--- config.mk ---
export PLATFORM = sky130hd
export DESIGN_NAME = debug_data_receiver
export DESIGN_NICKNAME = d
export VERILOG_FILES = /design/src/rtl/debug_data_receiver.sv
export SDC_FILE = /design/constraint.sdc
export NUM_CORES = 1
export LEC_CHECK = 0
export CAP_MARGIN = 20
export CORE_MARGIN = 3
export CORE_UTILIZATION = 59
export CTS_CLUSTER_DIAMETER = 120
export CTS_CLUSTER_SIZE = 24
export DETAILED_ROUTE_END_ITERATION = 16
export GPL_TIMING_DRIVEN = 1
export PLACE_DENSITY = 0.95
export RECOVER_POWER = 100
export SLEW_MARGIN = 20
export SYNTH_ARGS = -nofsm -noshare
export SYNTH_HDL_FRONTEND = slang
export SYNTH_SLANG_ARGS = --single-unit
--- constraint.sdc ---
create_clock -name clk -period 3.45 [get_ports clk]
set_input_delay 0.8625 -clock clk [delete_from_list [all_inputs] [get_ports clk]]
set_output_delay 0.8625 -clock clk [all_outputs]
set_load 0.1 [all_outputs]
--- src/rtl/debug_data_receiver.sv ---
// rtl/debug_data_receiver.sv - deserializer for the 40-bit debug serial link
//
// Purpose:
//   Synchronizes the asynchronous link clock, data and frame lines into clk,
//   reassembles MSB-first WIDTH-bit words, and presents each completed word
//   on a valid/ack holding register. It flags a dropped word (overrun) and an
//   aborted frame (frame_error).
//
// Optional feature:
//   DEBUG_RX_TIMEOUT_EN - when defined, a frame whose link clock stalls for
//   TIMEOUT_CYCLES clk cycles is aborted.
//
// Ports:
//   clk          system clock; all logic on posedge
//   reset_n      asynchronous active-low reset
//   sclk         link clock (async); data is sampled on its rising edge
//   sdata        link serial data, MSB first
//   sframe       high for the whole frame, low between frames
//   data_out     last accepted word
//   data_valid   data_out holds an unacknowledged word
//   data_ack     consumer accepts data_out
//   overrun      sticky; a complete frame was dropped while data_valid was high
//   frame_error  one-clk pulse on an aborted frame
//   busy         high while a frame is being received or drained
module debug_data_receiver #(
  parameter int unsigned WIDTH          = 40,
  parameter int unsigned TIMEOUT_CYCLES = 4096
) (
  input  logic             clk,
  input  logic             reset_n,
  input  logic             sclk,
  input  logic             sdata,
  input  logic             sframe,
  output logic [WIDTH-1:0] data_out,
  output logic             data_valid,
  input  logic             data_ack,
  output logic             overrun,
  output logic             frame_error,
  output logic             busy
);

  localparam int CW = $clog2(WIDTH + 1);
  localparam logic [CW-1:0] COUNT_FULL = CW'(WIDTH);

  typedef enum logic [1:0] {
    IDLE     = 2'd0,
    RECV     = 2'd1,
    WAIT_END = 2'd2
  } state_t;

  // Bit 0 is the first synchronizer stage, bit 1 the synced value and bit 2
  // the previous synced value used for edge detection.
  logic [2:0]       sclk_sync_q, sclk_sync_d;
  logic [1:0]       sdata_sync_q, sdata_sync_d;
  logic [2:0]       sframe_sync_q, sframe_sync_d;
  state_t           state_q, state_d;
  logic [CW-1:0]    count_q, count_d;
  logic [WIDTH-1:0] shift_q, shift_d;
  logic [WIDTH-1:0] data_out_q, data_out_d;
  logic             data_valid_q, data_valid_d;
  logic             overrun_q, overrun_d;
  logic             frame_error_q, frame_error_d;

  logic sclk_rise, sframe_rise, sframe_s, sdata_s;

`ifdef DEBUG_RX_TIMEOUT_EN
  localparam int IW = $clog2(TIMEOUT_CYCLES + 1);
  localparam logic [IW-1:0] IDLE_LIMIT = IW'(TIMEOUT_CYCLES);
  logic [IW-1:0] idle_q, idle_d;
`else
  // TIMEOUT_CYCLES only sizes logic when the idle timeout is compiled in.
  if (TIMEOUT_CYCLES > 0) begin : g_timeout_unused
  end
`endif

  assign sclk_rise   = sclk_sync_q[1] & ~sclk_sync_q[2];
  assign sframe_rise = sframe_sync_q[1] & ~sframe_sync_q[2];
  assign sframe_s    = sframe_sync_q[1];
  assign sdata_s     = sdata_sync_q[1];

  always_comb begin
    sclk_sync_d   = {sclk_sync_q[1:0], sclk};
    sdata_sync_d  = {sdata_sync_q[0], sdata};
    sframe_sync_d = {sframe_sync_q[1:0], sframe};
    state_d       = state_q;
    count_d       = count_q;
    shift_d       = shift_q;
    data_out_d    = data_out_q;
    data_valid_d  = data_valid_q;
    overrun_d     = overrun_q;
    frame_error_d = 1'b0;
`ifdef DEBUG_RX_TIMEOUT_EN
    idle_d        = idle_q;
`endif

    if (data_ack && data_valid_q) begin
      data_valid_d = 1'b0;
      overrun_d    = 1'b0;
    end

    case (state_q)
      IDLE: begin
        if (sframe_rise) begin
          state_d = RECV;
          count_d = '0;
          shift_d = '0;
`ifdef DEBUG_RX_TIMEOUT_EN
          idle_d  = '0;
`endif
        end
      end

      RECV: begin
`ifdef DEBUG_RX_TIMEOUT_EN
        idle_d = sclk_rise ? '0 : idle_q + IW'(1);
`endif
        // Completion is checked before sframe so a word finished just ahead
        // of the frame falling is never mistaken for an aborted frame.
        if (count_q == COUNT_FULL) begin
          // An ack in this same cycle frees the holding register for the new word.
          if (!data_valid_q || data_ack) begin
            data_out_d   = shift_q;
            data_valid_d = 1'b1;
          end else begin
            overrun_d = 1'b1;
          end
          state_d = WAIT_END;
        end else if (!sframe_s) begin
          // A bit arriving together with the frame falling is dropped here.
          frame_error_d = 1'b1;
          state_d       = IDLE;
        end
`ifdef DEBUG_RX_TIMEOUT_EN
        else if (idle_q == IDLE_LIMIT) begin
          frame_error_d = 1'b1;
          state_d       = WAIT_END;
        end
`endif
        else if (sclk_rise) begin
          shift_d = {shift_q[WIDTH-2:0], sdata_s};
          count_d = count_q + CW'(1);
        end
      end

      WAIT_END: begin
        if (!sframe_s) begin
          state_d = IDLE;
        end
      end

      default: state_d = IDLE;
    endcase
  end

  always_ff @(posedge clk or negedge reset_n) begin
    if (!reset_n) begin
      sclk_sync_q   <= '0;
      sdata_sync_q  <= '0;
      sframe_sync_q <= '0;
      state_q       <= IDLE;
      count_q       <= '0;
      shift_q       <= '0;
      data_out_q    <= '0;
      data_valid_q  <= 1'b0;
      overrun_q     <= 1'b0;
      frame_error_q <= 1'b0;
`ifdef DEBUG_RX_TIMEOUT_EN
      idle_q        <= '0;
`endif
    end else begin
      sclk_sync_q   <= sclk_sync_d;
      sdata_sync_q  <= sdata_sync_d;
      sframe_sync_q <= sframe_sync_d;
      state_q       <= state_d;
      count_q       <= count_d;
      shift_q       <= shift_d;
      data_out_q    <= data_out_d;
      data_valid_q  <= data_valid_d;
      overrun_q     <= overrun_d;
      frame_error_q <= frame_error_d;
`ifdef DEBUG_RX_TIMEOUT_EN
      idle_q        <= idle_d;
`endif
    end
  end

  assign data_out    = data_out_q;
  assign data_valid  = data_valid_q;
  assign overrun     = overrun_q;
  assign frame_error = frame_error_q;
  assign busy        = (state_q == RECV) || (state_q == WAIT_END);

endmodule

# Yosys cells after proc, flatten, opt, wreduce, memory -nomap -nowiden
# Cells that the tools add are included.
# totals
ff_bits,99
latchBits,0
ramBits,0
rom_bits,0
inputBits,6
output_inout_bits,44
n_memories,0
# op_classes
addsub,1
mul,0
div,0
order_cmp,0
eq_ne,7
shifts,0
n_mux,25
bitwise,4
n_reduce_logical,8
# op_table
operator,count
40-bit 2-to-1 mux,4
40-bit case mux with 2 select lines,1
6-bit 2-to-1 mux,4
6-bit case mux with 2 select lines,1
1-bit 2-to-1 mux,11
2-bit inequality test (second input constant),4
6-bit by 1-bit adder with 6-bit output (second input constant),1
6-bit equality test (second input constant),1
2-bit 2-to-1 mux,3
2-bit case mux with 3 select lines,1
5-bit AND reduction,1
3-bit AND reduction,1
1-bit AND,2
2-bit by 1-bit equality test with 1-bit output (second input constant),1
2-bit equality test (second input constant),1
2-bit zero test,1
1-bit logical OR,2
1-bit inverter,2
2-bit nonzero test,1
1-bit logical AND,1
1-bit zero test,1

# Longest topological paths before layout
# depth
ltp_word,6
mapped_depth,8
ltp_nobuf,6

# Worst setup path before layout
# Ideal clock, no wire load.
# synth_path
path_type,flip-flop to output port
startpoint,reg state_q[0]
endpoint,out busy
t_arrival_ns,1.310
slack_ns,1.277
path_stages_with_launch,3
n_path_buf,0
path_cell_list,dfrtp_1 inv_1 ha_1
# synth_between
elab_chain_len,2
elab_cells_between_ends,3
classes_between,eq/ne: 2; reduce/logical: 1
# synth_lines
item,line,text
"start, declared",56,"state_t state_q, state_d;"
"start signal, assigned",174,state_q <= state_d;
2-bit by 1-bit equality test with 1-bit output or 2-bit equality test (tied branches),191,assign busy = (state_q == RECV) || (state_q == WAIT_END);
1-bit logical OR (*),191,
"end, declared",39,output logic busy
# Mark *: on every way between the ends. The rest lies on a longest branch, timed or not.

# Worst setup path after layout
# layout_path
startpoint,reg state_q[1]
endpoint,reg data_out_q[11] (netlist: data_out[11])
# layout_between
elab_chain_len,2
# layout_lines
item,line,text
2-bit by 1-bit equality test with 1-bit output,101,case (state_q)
3-bit AND reduction (no line),-,
"end signal, assigned",177,data_out_q <= data_out_d;
"end, declared",59,"logic [WIDTH-1:0] data_out_q, data_out_d;"
# Every way passes these cells.
# A chain may end at the register's enable or synchronous reset.

==> metrics.yaml <==
pwr-share-comb_pct: 13.0
syn_inst: 252
nets: 313
grt_pass1_vias: 2153
seq_power_share_pct: 52.4
yosysWarningCount: 0
power_leakage_nw: 2.10
cp_max_fo: 40
rsz0062_at_grt: "false"
antenna_found_initial: 0
synth_compound_area_share_pct: 12.5
hold_buffers: 0
status: "completed"
synthXorXnorAreaFrac_pct: 0
netlist_area_mm2: 0.00402
vdd_ir_drop_max_mv: 0.463
yosysTopAreaCell: "dfrtp_1"
die_x_um: 88.5
relSlewSlack_pct: 12.3
fill_cells: 506
sw_frac_of_total_pct: 27.5
grt_pass1_wl_um: 10900
synthAdderAreaFrac_pct: 1.87
cp-end-kind: "flop"
yosys-mux-area-fraction_pct: 15.2
multiInputGateArea_mm2: 0.00120
synthDistinctLibCells: 33
cts_root_buf: "clkbuf_8"
fin_setup_tns_ps: 0
vias: 2222
drt_iter0_markers: 84
viasPerCell: 5.80
wl_per_cell_um: 17.5
async_flop_share_pct: 100
cts_resized: 0
cp.arrival_ps: 2770
synth_area_leaders: "dfrtp_1 (62%), mux2_4 (15%), a22o_1 (8.9%)"
diodes: 0
fp.dieH_um: 88.5
cp-start-kind: "flop"
worst_pin_slew_ps: 1320
numPortBuffers: 49
synth_top_family_by_area: "multiplexers"
finalHoldViolCount: 0
regArea_mm2: 0.00248
synthSimpleGateAreaFrac_pct: 4.11
syn-num-nets: 264
clock_latency_ps: 360
clkTransAtPathRegs_ps: 90
die_area_mm2: 0.00784
cts_made_buffers: 9
post_cts_buffers: 0
intPower_mw: 1.68
synth_edf_count: 0
core-area_mm2: 0.00646
synth_seq_cells: 99
seq_area_frac_synth_pct: 61.7
max_clock_freq_ghz: 0.395
maxCapViolCount: 0
cts.htree.levels: 3
row_count: 29
hpwl_um: 4250
drv_slew: 0
p_switching_mw: 0.638
fin_hold_ws_ps: 359
grt_use_total_pct: 18.5
setup_viol: 0
clock_sinks: 99
p_per_area_mw_per_mm2: 546
skew_ps: 8.73
antenna_left: 0
grt-ovfl-total: 0
max-clock-path-buffers: 2
place.gp.congestion: 0.777
path_class: "reg2reg"
synthFlopType: "dfrtp_1"
routed_wirelength_um: 6720
area_growth_pct: 5.67
start_util_pct: 62.2
grt_max_degree: 57
cts_tree: "done"
drive_gt1_share_pct: 9.15
synth_area_per_cell_um2: 15.9
firstDrtPassIters: 4
drcViolationCount: 0
p_total_mw: 2.32
required_ps: 3690
min-delay-path-class: "reg2reg"
min_period_over_period_pct: 73.3
min_period_ps: 2530
synth_top_area_share_pct: 61.7
pwr-share-clk_pct: 34.6
io_pins: 50
==> state kept, by name, indices dropped and copies added, names as in the netlist <==
| register | flops |
|---|---|
| count_q | 6 |
| data_out | 40 |
| data_valid | 1 |
| frame_error | 1 |
| overrun | 1 |
| sclk_sync_q | 3 |
| sdata_sync_q | 2 |
| sframe_sync_q | 3 |
| shift_q | 40 |
| state_q | 2 |
==> worst paths after layout <==
path	to	depth (start not counted)	slack, ps	startpoint
max	data_out[11]	5	920	state_q[1]
min	sclk_sync_q[1]	0	360	sclk_sync_q[0]
min reg2reg	sclk_sync_q[1]	0	360	sclk_sync_q[0]
max in group asynchronous	data_out[35]	2	1310	reset_n
min in group asynchronous	data_out[13]	1	480	reset_n
max reg2reg	data_out[11]	5	920	state_q[1]
==> power groups by stage <==
stage / sequential (mW) / combinational [mW] / clock, mW
after floorplan: 1.26 / 0.230 / 0
after global placement: 1.23 / 0.296 / 0
after detailed placement: 1.24 / 0.307 / 0
after CTS: 1.21 / 0.311 / 0.819
after global routing: 1.22 / 0.329 / 0.883
final: 1.21 / 0.300 / 0.802
==> layout make-up <==
type	instances	area share (%)
inverter	6	0.531
timing repair buffer	52	5.51
sequential	99	58.4
tap	77	2.27
multi-input combinational	133	28.2
clock inverter	6	2.12
clock buffer	10	3.01
==> worst max-delay path: stages (launching register included) <==
cell and delay [ps]:
dfrtp_1 430, inv_1 100, ha_1 400, and3_1 260, o21a_2 820, mux2_1 400
==> routing by layer <==
metal  track usage (%)  up-vias  share of wire [%]
li1                  -     1017                  -
met1              27.0     1148                 48
met2              26.8       52                 46
met3              5.87        5                5.1
met4              6.04        0               0.91
met5                 0        -                  0
==> synth_stat cells, types with 2 or more instances <==
cell       n
buf_2      3
a21oi_1    3
o21ai_0    4
a22o_1    41
buf_12     4
ha_1       6
a21boi_0   2
nor2b_1    2
mux2_4    40
dfrtp_1   99
nand2_1    5
inv_1      6
buf_6      5
or4b_1     2
nor2_1     2
nand2b_1   4
nand3_1    8
==> cell usage in the layout (no fill, tap or decap), types with 2 or more instances in the layout <==
master | Yosys | final
a21boi_0 | 2 | 2
a21oi_1 | 3 | 3
a22o_1 | 41 | 41
buf_4 | 1 | 3
bufinv_16 | 0 | 2
clkbuf_1 | 1 | 44
clkbuf_2 | 0 | 2
clkbuf_8 | 0 | 9
clkinv_4 | 0 | 2
dfrtp_1 | 99 | 99
dlygate4sd3_1 | 0 | 3
ha_1 | 6 | 6
inv_1 | 6 | 6
mux2_1 | 0 | 39
nand2_1 | 5 | 5
nand2b_1 | 4 | 4
nand3_1 | 8 | 8
nor2_1 | 2 | 2
nor2b_1 | 2 | 2
o21ai_0 | 4 | 4
or4b_1 | 2 | 2
==> logic make-up after synthesis <==
logic type      count (synthesis)
compound gates                 59
fa+ha+maj                       6
buf+inv                        20
simple gates                   27
mux                            41
flops                          99
==> through the flow <==
step / util (%) / cell area, µm² / setup WS, ps / std cells
after detailed placement: 67.6 / 4360 / 884 / 367
final: 65.7 / 4250 / 921 / 383
after global routing: 65.7 / 4250 / 713 / 383
after CTS: 70.9 / 4580 / 1080 / 383
after floorplan: - / 4020 / 1280 / 252
after global placement: 67.6 / 4360 / 928 / 367
Note: power is estimated with default switching activity, not from simulation.
